--- src/rtl/optical_link_pkg.sv ---
`default_nettype none
// ============================================================================
// Module      : optical_link_pkg
// Description : Frame-format constants and the deframer state type shared by
//               frame_assembly and frame_disassembly on the optical audio link.
// Revision    : 1.0 - initial release
// ============================================================================
package optical_link_pkg;

   localparam logic [7:0] SYNC_WORD  = 8'hE8;
   localparam int         SYNC_BITS  = 8;
   localparam int         DATA_BITS  = 20;
   localparam int         GUARD_BITS = 3;
   localparam int         FRAME_BITS = 32;

   typedef enum logic [1:0] {
      ST_HUNT    = 2'd0,
      ST_PAYLOAD = 2'd1,
      ST_PARITY  = 2'd2,
      ST_GUARD   = 2'd3
   } deframe_state_t;

   // Even parity over a sample word: the transmitted parity bit equals this.
   function automatic logic even_parity(input logic [DATA_BITS-1:0] word);
      return ^word;
   endfunction

endpackage
`default_nettype wire

--- src/rtl/frame_disassembly_bit_sampler.sv ---
`default_nettype none
// ============================================================================
// Module      : bit_sampler
// Description : Synchronises the raw optical line, detects transitions and
//               runs the oversampling phase counter that produces one strobe
//               per line bit at mid-bit.
// Revision    : 1.0 - initial release
// ============================================================================
module bit_sampler #(
   parameter int OVERSAMPLE = 8
) (
   input  logic clk,
   input  logic rst,
   input  logic din,
   output logic bit_strobe,
   output logic bit_val
);

   localparam int            PW  = $clog2(OVERSAMPLE);
   localparam logic [PW-1:0] MID = PW'(OVERSAMPLE / 2);

   logic          sync1_q, sync1_d;
   logic          sync2_q, sync2_d;
   logic          prev_q,  prev_d;
   logic [PW-1:0] phase_q, phase_d;
   logic          line_edge_w;

   // Next-state: two-stage synchroniser, edge history, and a phase counter
   // that re-aligns on every transition (edge cycle counts as phase 0).
   always_comb begin
      sync1_d     = din;
      sync2_d     = sync1_q;
      prev_d      = sync2_q;
      line_edge_w = sync2_q ^ prev_q;
      // OVERSAMPLE is a power of two, so the natural overflow is the wrap.
      phase_d     = line_edge_w ? PW'(1) : phase_q + PW'(1);
   end

   // Register the synchroniser chain and phase counter.
   always_ff @(posedge clk) begin
      if (rst) begin
         sync1_q <= 1'b0;
         sync2_q <= 1'b0;
         prev_q  <= 1'b0;
         phase_q <= '0;
      end else begin
         sync1_q <= sync1_d;
         sync2_q <= sync2_d;
         prev_q  <= prev_d;
         phase_q <= phase_d;
      end
   end

   // A transition in the strobe cycle means the bit boundary moved, so the
   // sample is skipped and the phase re-aligns instead.
   assign bit_strobe = (phase_q == MID) && !line_edge_w;
   assign bit_val    = sync2_q;

endmodule
`default_nettype wire

--- src/rtl/frame_disassembly.sv ---
`default_nettype none
// ============================================================================
// Module      : frame_disassembly
// Description : Receive-side deframer. Hunts for the sync word in the
//               recovered bit stream, extracts the 20-bit sample, checks
//               parity and guard bits, and tracks link lock.
// Revision    : 1.0 - initial release
// ============================================================================
module frame_disassembly
   import optical_link_pkg::*;
#(
   parameter int OVERSAMPLE   = 8,
   parameter int LOCK_FRAMES  = 3,
   parameter int TIMEOUT_BITS = 256
) (
   input  logic                 clk,
   input  logic                 rst,
   input  logic                 din,
   output logic [DATA_BITS-1:0] dout,
   output logic                 data_valid,
   output logic                 frame_error,
   output logic                 locked
);

   localparam int               CNT_W      = $clog2(DATA_BITS);
   localparam int               GOOD_W     = $clog2(LOCK_FRAMES + 1);
   localparam int               TO_W       = $clog2(TIMEOUT_BITS + 1);
   localparam logic [CNT_W-1:0] LAST_DATA  = CNT_W'(DATA_BITS - 1);
   localparam logic [CNT_W-1:0] LAST_GUARD = CNT_W'(GUARD_BITS - 1);
   localparam logic [GOOD_W-1:0] GOOD_MAX  = GOOD_W'(LOCK_FRAMES);
   localparam logic [TO_W-1:0]  TO_MAX     = TO_W'(TIMEOUT_BITS);

   logic bit_strobe_w;
   logic bit_val_w;

   bit_sampler #(
      .OVERSAMPLE (OVERSAMPLE)
   ) u_bit_sampler (
      .clk        (clk),
      .rst        (rst),
      .din        (din),
      .bit_strobe (bit_strobe_w),
      .bit_val    (bit_val_w)
   );

   deframe_state_t          state_q,       state_d;
   logic [SYNC_BITS-1:0]    window_q,      window_d;
   logic [DATA_BITS-1:0]    data_q,        data_d;
   logic                    parity_q,      parity_d;
   logic [GUARD_BITS-1:0]   guard_q,       guard_d;
   logic [CNT_W-1:0]        cnt_q,         cnt_d;
   logic [GOOD_W-1:0]       good_q,        good_d;
   logic [TO_W-1:0]         timeout_q,     timeout_d;
   logic [DATA_BITS-1:0]    dout_q,        dout_d;
   logic                    data_valid_q,  data_valid_d;
   logic                    frame_error_q, frame_error_d;
   logic                    locked_q,      locked_d;

   logic [SYNC_BITS-1:0]    window_shift_w;
   logic [GUARD_BITS-1:0]   guard_shift_w;
   logic                    frame_ok_w;
   logic [TO_W-1:0]         timeout_inc_w;
   logic [GOOD_W-1:0]       good_inc_w;

   // Shifted views, frame verdict and saturating increments used below.
   always_comb begin
      window_shift_w = {window_q[SYNC_BITS-2:0], bit_val_w};
      guard_shift_w  = {guard_q[GUARD_BITS-2:0], bit_val_w};
      frame_ok_w     = (parity_q == even_parity(data_q)) && (guard_shift_w == '0);
      timeout_inc_w  = (timeout_q == TO_MAX) ? timeout_q : timeout_q + TO_W'(1);
      good_inc_w     = (good_q == GOOD_MAX) ? good_q : good_q + GOOD_W'(1);
   end

   // Deframing FSM and lock tracking; everything advances on the bit strobe.
   always_comb begin
      state_d       = state_q;
      window_d      = window_q;
      data_d        = data_q;
      parity_d      = parity_q;
      guard_d       = guard_q;
      cnt_d         = cnt_q;
      good_d        = good_q;
      timeout_d     = timeout_q;
      dout_d        = dout_q;
      data_valid_d  = 1'b0;
      frame_error_d = 1'b0;
      locked_d      = locked_q;

      if (bit_strobe_w) begin
         case (state_q)
            ST_HUNT: begin
               window_d = window_shift_w;
               if (window_shift_w == SYNC_WORD) begin
                  state_d   = ST_PAYLOAD;
                  cnt_d     = '0;
                  timeout_d = '0;
               end else begin
                  timeout_d = timeout_inc_w;
                  if (timeout_inc_w == TO_MAX) begin
                     locked_d = 1'b0;
                     good_d   = '0;
                  end
               end
            end
            ST_PAYLOAD: begin
               data_d = {data_q[DATA_BITS-2:0], bit_val_w};
               cnt_d  = cnt_q + CNT_W'(1);
               if (cnt_q == LAST_DATA) begin
                  cnt_d   = '0;
                  state_d = ST_PARITY;
               end
            end
            ST_PARITY: begin
               parity_d = bit_val_w;
               state_d  = ST_GUARD;
            end
            ST_GUARD: begin
               guard_d = guard_shift_w;
               cnt_d   = cnt_q + CNT_W'(1);
               if (cnt_q == LAST_GUARD) begin
                  cnt_d    = '0;
                  state_d  = ST_HUNT;
                  window_d = '0;
                  if (frame_ok_w) begin
                     data_valid_d = 1'b1;
                     dout_d       = data_q;
                     good_d       = good_inc_w;
                     if (good_inc_w == GOOD_MAX) begin
                        locked_d = 1'b1;
                     end
                  end else begin
                     frame_error_d = 1'b1;
                     good_d        = '0;
                     locked_d      = 1'b0;
                  end
               end
            end
            default: begin
               state_d = ST_HUNT;
            end
         endcase
      end
   end

   // State and registered outputs.
   always_ff @(posedge clk) begin
      if (rst) begin
         state_q       <= ST_HUNT;
         window_q      <= '0;
         data_q        <= '0;
         parity_q      <= 1'b0;
         guard_q       <= '0;
         cnt_q         <= '0;
         good_q        <= '0;
         timeout_q     <= '0;
         dout_q        <= '0;
         data_valid_q  <= 1'b0;
         frame_error_q <= 1'b0;
         locked_q      <= 1'b0;
      end else begin
         state_q       <= state_d;
         window_q      <= window_d;
         data_q        <= data_d;
         parity_q      <= parity_d;
         guard_q       <= guard_d;
         cnt_q         <= cnt_d;
         good_q        <= good_d;
         timeout_q     <= timeout_d;
         dout_q        <= dout_d;
         data_valid_q  <= data_valid_d;
         frame_error_q <= frame_error_d;
         locked_q      <= locked_d;
      end
   end

   assign dout        = dout_q;
   assign data_valid  = data_valid_q;
   assign frame_error = frame_error_q;
   assign locked      = locked_q;

endmodule
`default_nettype wire

--- config.mk ---
export PLATFORM = sky130hd
export DESIGN_NAME = frame_disassembly
export DESIGN_NICKNAME = d
export VERILOG_FILES = /design/src/rtl/optical_link_pkg.sv /design/src/rtl/frame_disassembly_bit_sampler.sv /design/src/rtl/frame_disassembly.sv
export SDC_FILE = /design/constraint.sdc
export NUM_CORES = 1
export LEC_CHECK = 0
export BUFFER_PORTS_ARGS = -buffer_cell sky130_fd_sc_hd__clkbuf_2
export CORE_MARGIN = 3
export CORE_UTILIZATION = 40
export CTS_CLUSTER_SIZE = 10
export DETAILED_ROUTE_END_ITERATION = 16
export GPL_ROUTABILITY_DRIVEN = 0
export PLACE_DENSITY = 0.6
export SLEW_MARGIN = 20
export SYNTH_ARGS = -nofsm -noshare
export SYNTH_HDL_FRONTEND = slang
export SYNTH_SLANG_ARGS = --single-unit
--- constraint.sdc ---
create_clock -name clk -period 2.63 [get_ports clk]
set_input_delay 0.526 -clock clk [delete_from_list [all_inputs] [get_ports clk]]
set_output_delay 0.526 -clock clk [all_outputs]
set_load 0.05 [all_outputs]
# After elaboration in Yosys (flattened, before gate mapping)
# Cells that the tools add are included.
[totals]
ff_bits = 77
inputBits = 3
elab_cells = 90
[op_classes]
add_sub_neg = 4
n_eq_ne = 18
muxes = 27
bitwise = 4
reduce_logical = 20
[op_table]
columns = ["cell", "count"]
rows = [
  ["20-bit parity", 1],
  ["9-bit equality test, second input constant", 2],
  ["9-bit two-way mux", 2],
  ["2-bit two-way mux", 8],
  ["5-bit two-way mux", 3],
  ["5-bit one-hot mux with 3 select lines", 1],
  ["7-bit one-hot mux with 2 select lines", 1],
  ["2-bit inequality test, second input constant", 5],
  ["9-bit by 1-bit adder with 9-bit output, second input constant", 1],
  ["2-bit equality test, second input constant", 4],
  ["8-bit equality test, second input constant", 1],
  ["1-bit two-way mux", 8],
  ["2-bit one-hot mux with 4 select lines", 1],
  ["2-bit AND reduction", 4],
  ["4-bit AND reduction", 2],
  ["7-bit two-way mux", 1],
  ["3-bit AND reduction", 2],
  ["6-bit AND reduction", 1],
  ["5-bit by 1-bit adder with 5-bit output, second input constant", 1],
  ["5-bit by 2-bit equality test with 1-bit output, second input constant", 1],
  ["5-bit equality test, second input constant", 1],
  ["5-bit AND reduction", 1],
  ["2-bit one-hot mux with 2 select lines", 1],
  ["4-bit OR reduction", 1],
  ["other kinds (16)", 19],
]

# Logic depth before layout (Yosys ltp)
[logic_depth]
word_depth = 7
ltp_mapped = 9
mapped_depth_nobuf = 8

# Modules after synthesis
# Synthesis repeated with hierarchy kept, for this count alone.
[unflattened]
cells_unflattened = 403
area_unflattened_um2 = 3584.7
[modules_own_cells]
columns = ["module", "instances", "cells_per_inst", "area_per_inst_um2", "seq_area_each_um2"]
rows = [
  ["frame_disassembly", 1, 383, 3353.2, 1421.4],
  ["bit_sampler", 1, 20, 231.5, 120.1],
]

# Worst setup path after synthesis
# Ideal clock, no wire load.
[synth_path]
path_type = "reg2reg"
start = "reg data_q[14]"
end = "reg dout_q[11] (netlist: dout[11])"
setup_ps = 132
arrival_ps = 1977
path_slack_ps = 520
path_stages_with_launch = 8
path_buffers = 1
path_cell_list = "dfxtp_1 -> xnor3_1 -> xnor3_1 -> xnor3_1 -> mux2_2 -> buf_6 -> nand3_1 -> a21oi_1"
[synth_via]
elab_chain_len = 4
[synth_lines]
columns = ["element", "line_no", "text"]
rows = [
  ["start: declaration", "frame_disassembly.sv:48", "logic [DATA_BITS-1:0] data_q, data_d;"],
  ["start signal: assignment", "frame_disassembly.sv:163", "data_q <= data_d;"],
  ["20-bit parity", "optical_link_pkg.sv:25", "return ^word;"],
  ["1-bit equality test", "frame_disassembly.sv:69", "frame_ok_w = (parity_q == even_parity(data_q)) && (guard_shift_w == '0);"],
  ["1-bit logical AND", "frame_disassembly.sv:69", ""],
  ["4-bit AND reduction (no source line)", "-", ""],
  ["end signal: assignment", "frame_disassembly.sv:169", "dout_q <= dout_d;"],
  ["end: declaration", "frame_disassembly.sv:54", "logic [DATA_BITS-1:0] dout_q, dout_d;"],
]
# No other way between the ends.
# A chain may end at the register's enable or synchronous reset.

# Final worst setup path
[layout_path]
start = "reg data_q[14]"
end = "reg good_q[1]"
[layout_via]
elab_chain_len = 6
[layout_lines]
columns = ["element", "line_no", "text"]
rows = [
  ["20-bit parity", "optical_link_pkg.sv:25", ""],
  ["1-bit equality test", "frame_disassembly.sv:69", ""],
  ["1-bit logical AND", "frame_disassembly.sv:69", ""],
  ["2-bit two-way mux", "frame_disassembly.sv:124", "if (frame_ok_w) begin"],
  ["2-bit two-way mux", "frame_disassembly.sv:120", "if (cnt_q == LAST_GUARD) begin"],
  ["2-bit one-hot mux with 2 select lines", "frame_disassembly.sv:90", "case (state_q)"],
  ["end signal: assignment", "frame_disassembly.sv:167", "good_q <= good_d;"],
  ["end: declaration", "frame_disassembly.sv:52", "logic [GOOD_W-1:0] good_q, good_d;"],
]
# No other way between the ends. The select of a mux whose other input is x is not followed.

==> summary.txt <==
=========================================================================================
Clock tree root buffer cell                                                  sky130_fd_sc_hd__clkbuf_8
CTS tree                                                                              yes
Total CTS buffers                                                                       9
Remaining global-route overflow                                                         0
Final worst path period need                                                      2.35 ns
Placed cell count                                                                     506
Slowest cell on the critical path                                            sky130_fd_sc_hd__mux2_2
Outcome                                                                      finished, final reports clean
Worst reg-to-reg path cell count                                                        6
Maximum number of pins on one net before global-route repair                           32
Horizontal extent of the die                                                       100 µm
Most frequent cell on the critical path                                      sky130_fd_sc_hd__xnor3_1
Area of the mapped netlist                                                       3530 µm²
Number of maximum-capacitance constraint violations                                     0
HPWL after detailed placement                                                     4660 µm
Global-route wire length before repair                                           12000 µm
Fin cells                                                                             522
Post-Syn Nets                                                                         404
Most area-consuming cells after synthesis                                    sky130_fd_sc_hd__dfxtp_1 44%, sky130_fd_sc_hd__mux2i_1 9.1%, sky130_fd_sc_hd__a21oi_1 5.0%, sky130_fd_sc_hd__nor2_1 4.8%, sky130_fd_sc_hd__nand3_1 3.7%
Arrival time reported for the critical path endpoint                              2.63 ns
Post-CTS Resized                                                                        0
Power density normalized to cell area                                          513 nW/µm²
Cell taking the most area after synthesis                                    sky130_fd_sc_hd__dfxtp_1
Proportion of register bits with asynchronous set or reset after synthesis             0%
Synth cell count leaders                                                     77 x sky130_fd_sc_hd__dfxtp_1, 45 x sky130_fd_sc_hd__nor2_1, 35 x sky130_fd_sc_hd__a21oi_1
Maximum achievable frequency                                                      425 MHz
Data required, critical path                                                      2.91 ns
Kind of start point of the critical path                                             flop
Via count of the first global-routing pass                                           2542
Post-detailed-route count of antenna-violating nets                                     0
Number of antenna violations at the first check in global routing                       0
Commonest register cell after synthesis                                      sky130_fd_sc_hd__dfxtp_1
Crit-path max FO                                                                       22
Type of the most critical hold path                                             in -> reg
CORE AREA                                                                        8380 µm²
Filler cell count                                                                     836
Most frequently used cell type in the post-synthesis netlist                 sky130_fd_sc_hd__dfxtp_1
Via density                                                                          5.14
Number of clock sinks seen by CTS                                                      77
Worst ir drop on vdd                                                           0.000229 V
Summed negative setup slack over all endpoints                                       0 ns
Initial DRT Pass Iterations                                                             4
Worst reg2reg endpoint                                                          good_q[1]
Net count reported at finish                                                          425
Worst-case clock buffer depth                                                           2
Number of H-tree levels                                                                 3
Reg area                                                                         1540 µm²
Yosys reg bits                                                                         77
Worst-skew pair later-pin latency                                                 0.35 ns
Area share of the largest cell type after synthesis                                 43.6%
Setup repair after global routing missed its margin                                 false
Average footprint of a synthesized cell                                          9.04 µm²
Routed wire length per instance                                                   13.3 µm
Fraction of the yosys area taken by sequential cells                                43.6%
Origin of the worst min-delay path                                                    din
Slew Limit Fails                                                                        0
Layout area overhead                                                                11.0%
Total GRT Usage                                                                     15.0%
Static leakage power                                                              1.64 nW
Total vias in the final route                                                        2684
Cell row count                                                                         33
Number of top-level pins                                                               26
Finish-stage setup viols                                                                0
N_diodes                                                                                0
Critical path endpoint                                                          good_q[1]
Count of final hold-check violations                                                    0
Count of synthesis-stage warnings from yosys                                            0
Hold buffers post-CTS                                                                   0
Count of cell types in the netlist                                                     43
Max_slew headroom                                                                   55.7%
Crit Path Category                                                             reg -> reg
Footprint of the multi-input gates                                               1830 µm²
Detailed-route wire length                                                        6950 µm
Layout cell share with drive strength beyond 1                                      13.4%
Number of stages on the worst setup path                                                6
EDFF count, synth                                                                       0
Reg clk slew, reported paths                                                      0.08 ns
Launch point of the critical path                                              data_q[14]
Chip height                                                                        100 µm
Crit Reg-Reg Startpoint                                                        data_q[14]
Worst setup slack for register-to-register paths                                  0.28 ns
Iter 0 DRT Violations                                                                 116
Post-route DRC violation count                                                          0
Crit-path max cell delay                                                          0.54 ns
Setup Skew                                                                      0.0119 ns
Port-buffer cells                                                                      25
List of cells traversed by the critical path                                 xnor3_1 -> xnor3_1 -> xnor3_1 -> mux2_2 -> nand2_1 -> a211oi_1
Cell class contributing the biggest share of worst-path delay                XOR/XNOR gates
Final worst path period share                                                       89.5%
Worst-Margin Slew                                                                0.656 ns
Kind of capture point of the worst setup path                                        flop
Setup repair bufs after CTS                                                             0
Initial core utilization                                                            42.2%
Full die area                                                                   10000 µm²
Instance count of the mapped netlist                                                  391
Critical path buffers and inverters                                                     0
=========================================================================================
[layout make-up]
type                            instances  share of cell area (%)
Clock buffer                           10                    3.25
Clock inverter                          6                    1.02
Inverter                               11                    1.05
Multi-Input combinational cell        278                    46.6
Sequential cell                        77                    39.3
Tap cell                              105                    3.35
Timing Repair Buffer                   35                    5.42
[placed cells by master, fill, tap and decap left out, drive strengths merged, types with 4 or more instances in the layout]
| cell type | synthesis | final |
|---|---|---|
| xor2 | 6 | 6 |
| nand2 | 15 | 15 |
| nand3 | 26 | 26 |
| or3 | 6 | 6 |
| and3 | 5 | 5 |
| a21oi | 36 | 36 |
| a211oi | 5 | 5 |
| inv | 11 | 11 |
| nand4 | 6 | 6 |
| nor2b | 15 | 15 |
| ha | 10 | 10 |
| clkinv | 0 | 5 |
| nor2 | 45 | 45 |
| nor3 | 6 | 6 |
| xnor3 | 4 | 4 |
| mux2i | 33 | 33 |
| clkbuf | 14 | 35 |
| buf | 11 | 10 |
| xnor2 | 12 | 12 |
| o21ai | 28 | 28 |
| dfxtp | 77 | 77 |
[logic make-up after synthesis]
kind of cell / count (synthesis) / synth area share (%)
flip-flops: 77 / 43.6
AO/OA/AOI/OAI: 79 / 12.6
multiplexers: 35 / 10.1
AND/OR/NAND/NOR: 132 / 18.5
adder cells (fa/ha/maj): 10 / 3.54
buffers and inverters: 36 / 4.60
XOR/XNOR: 22 / 7.01
[worst register-to-register path: cells and delay by family (launching register included)]
family          cells  cell delay, ns
xor+xnor            3            1.04
mux                 1            0.54
flops               1            0.37
compound gates      1            0.21
simple gates        1            0.13
[per-stage QoR]
stage	worst slack, ns	total power, mW	hold WS (ns)	cell area, µm²	util [%]
after floorplan	0.520	1.25	0.414	3530	-
after global placement	0.304	1.26	0.422	3760	44.8
after detailed placement	0.256	1.26	0.446	3760	44.8
after CTS	0.239	2.05	0.369	3920	46.8
after global routing	0.0581	2.10	0.386	3920	46.8
final	0.276	2.01	0.387	3920	46.8
[worst min-delay path by stage]
stage                     slack, ns               endpoint  cells past startpoint
after detailed placement       0.45  u_bit_sampler.bit_val                      1
final                          0.39  u_bit_sampler.sync1_q                      2
after floorplan                0.41  u_bit_sampler.bit_val                      1
after global routing           0.39  u_bit_sampler.sync1_q                      2
after CTS                      0.37  u_bit_sampler.sync1_q                      2
after global placement         0.42  u_bit_sampler.bit_val                      1
[layer usage]
metal | part of all wire (%) | wire [µm] | up-vias | track usage (%)
li1 | - | - | 1407 | -
met1 | 51 | 3540 | 1223 | 21.1
met2 | 43 | 3010 | 45 | 21.7
met3 | 4.0 | 279 | 9 | 3.68
met4 | 1.8 | 125 | 0 | 6.53
met5 | 0 | 0 | - | 0
[state kept, by name, indices dropped and copies added (netlist names)]
name,count
timeout_q,9
parity_q,1
state_q,2
window_q,7
good_q,2
u_bit_sampler.phase_q,3
u_bit_sampler.sync1_q,1
frame_error,1
locked,1
data_valid,1
dout,20
u_bit_sampler.bit_val,1
data_q,20
cnt_q,5
u_bit_sampler.prev_q,1
guard_q,2
[report_power, final]
part	internal, mW	total, mW	switching, mW
Sequential	1.17	1.18	0.00516
Combinational	0.0192	0.0603	0.0410
Clock	0.341	0.775	0.434
Note: power is estimated with default switching activity, not from simulation.
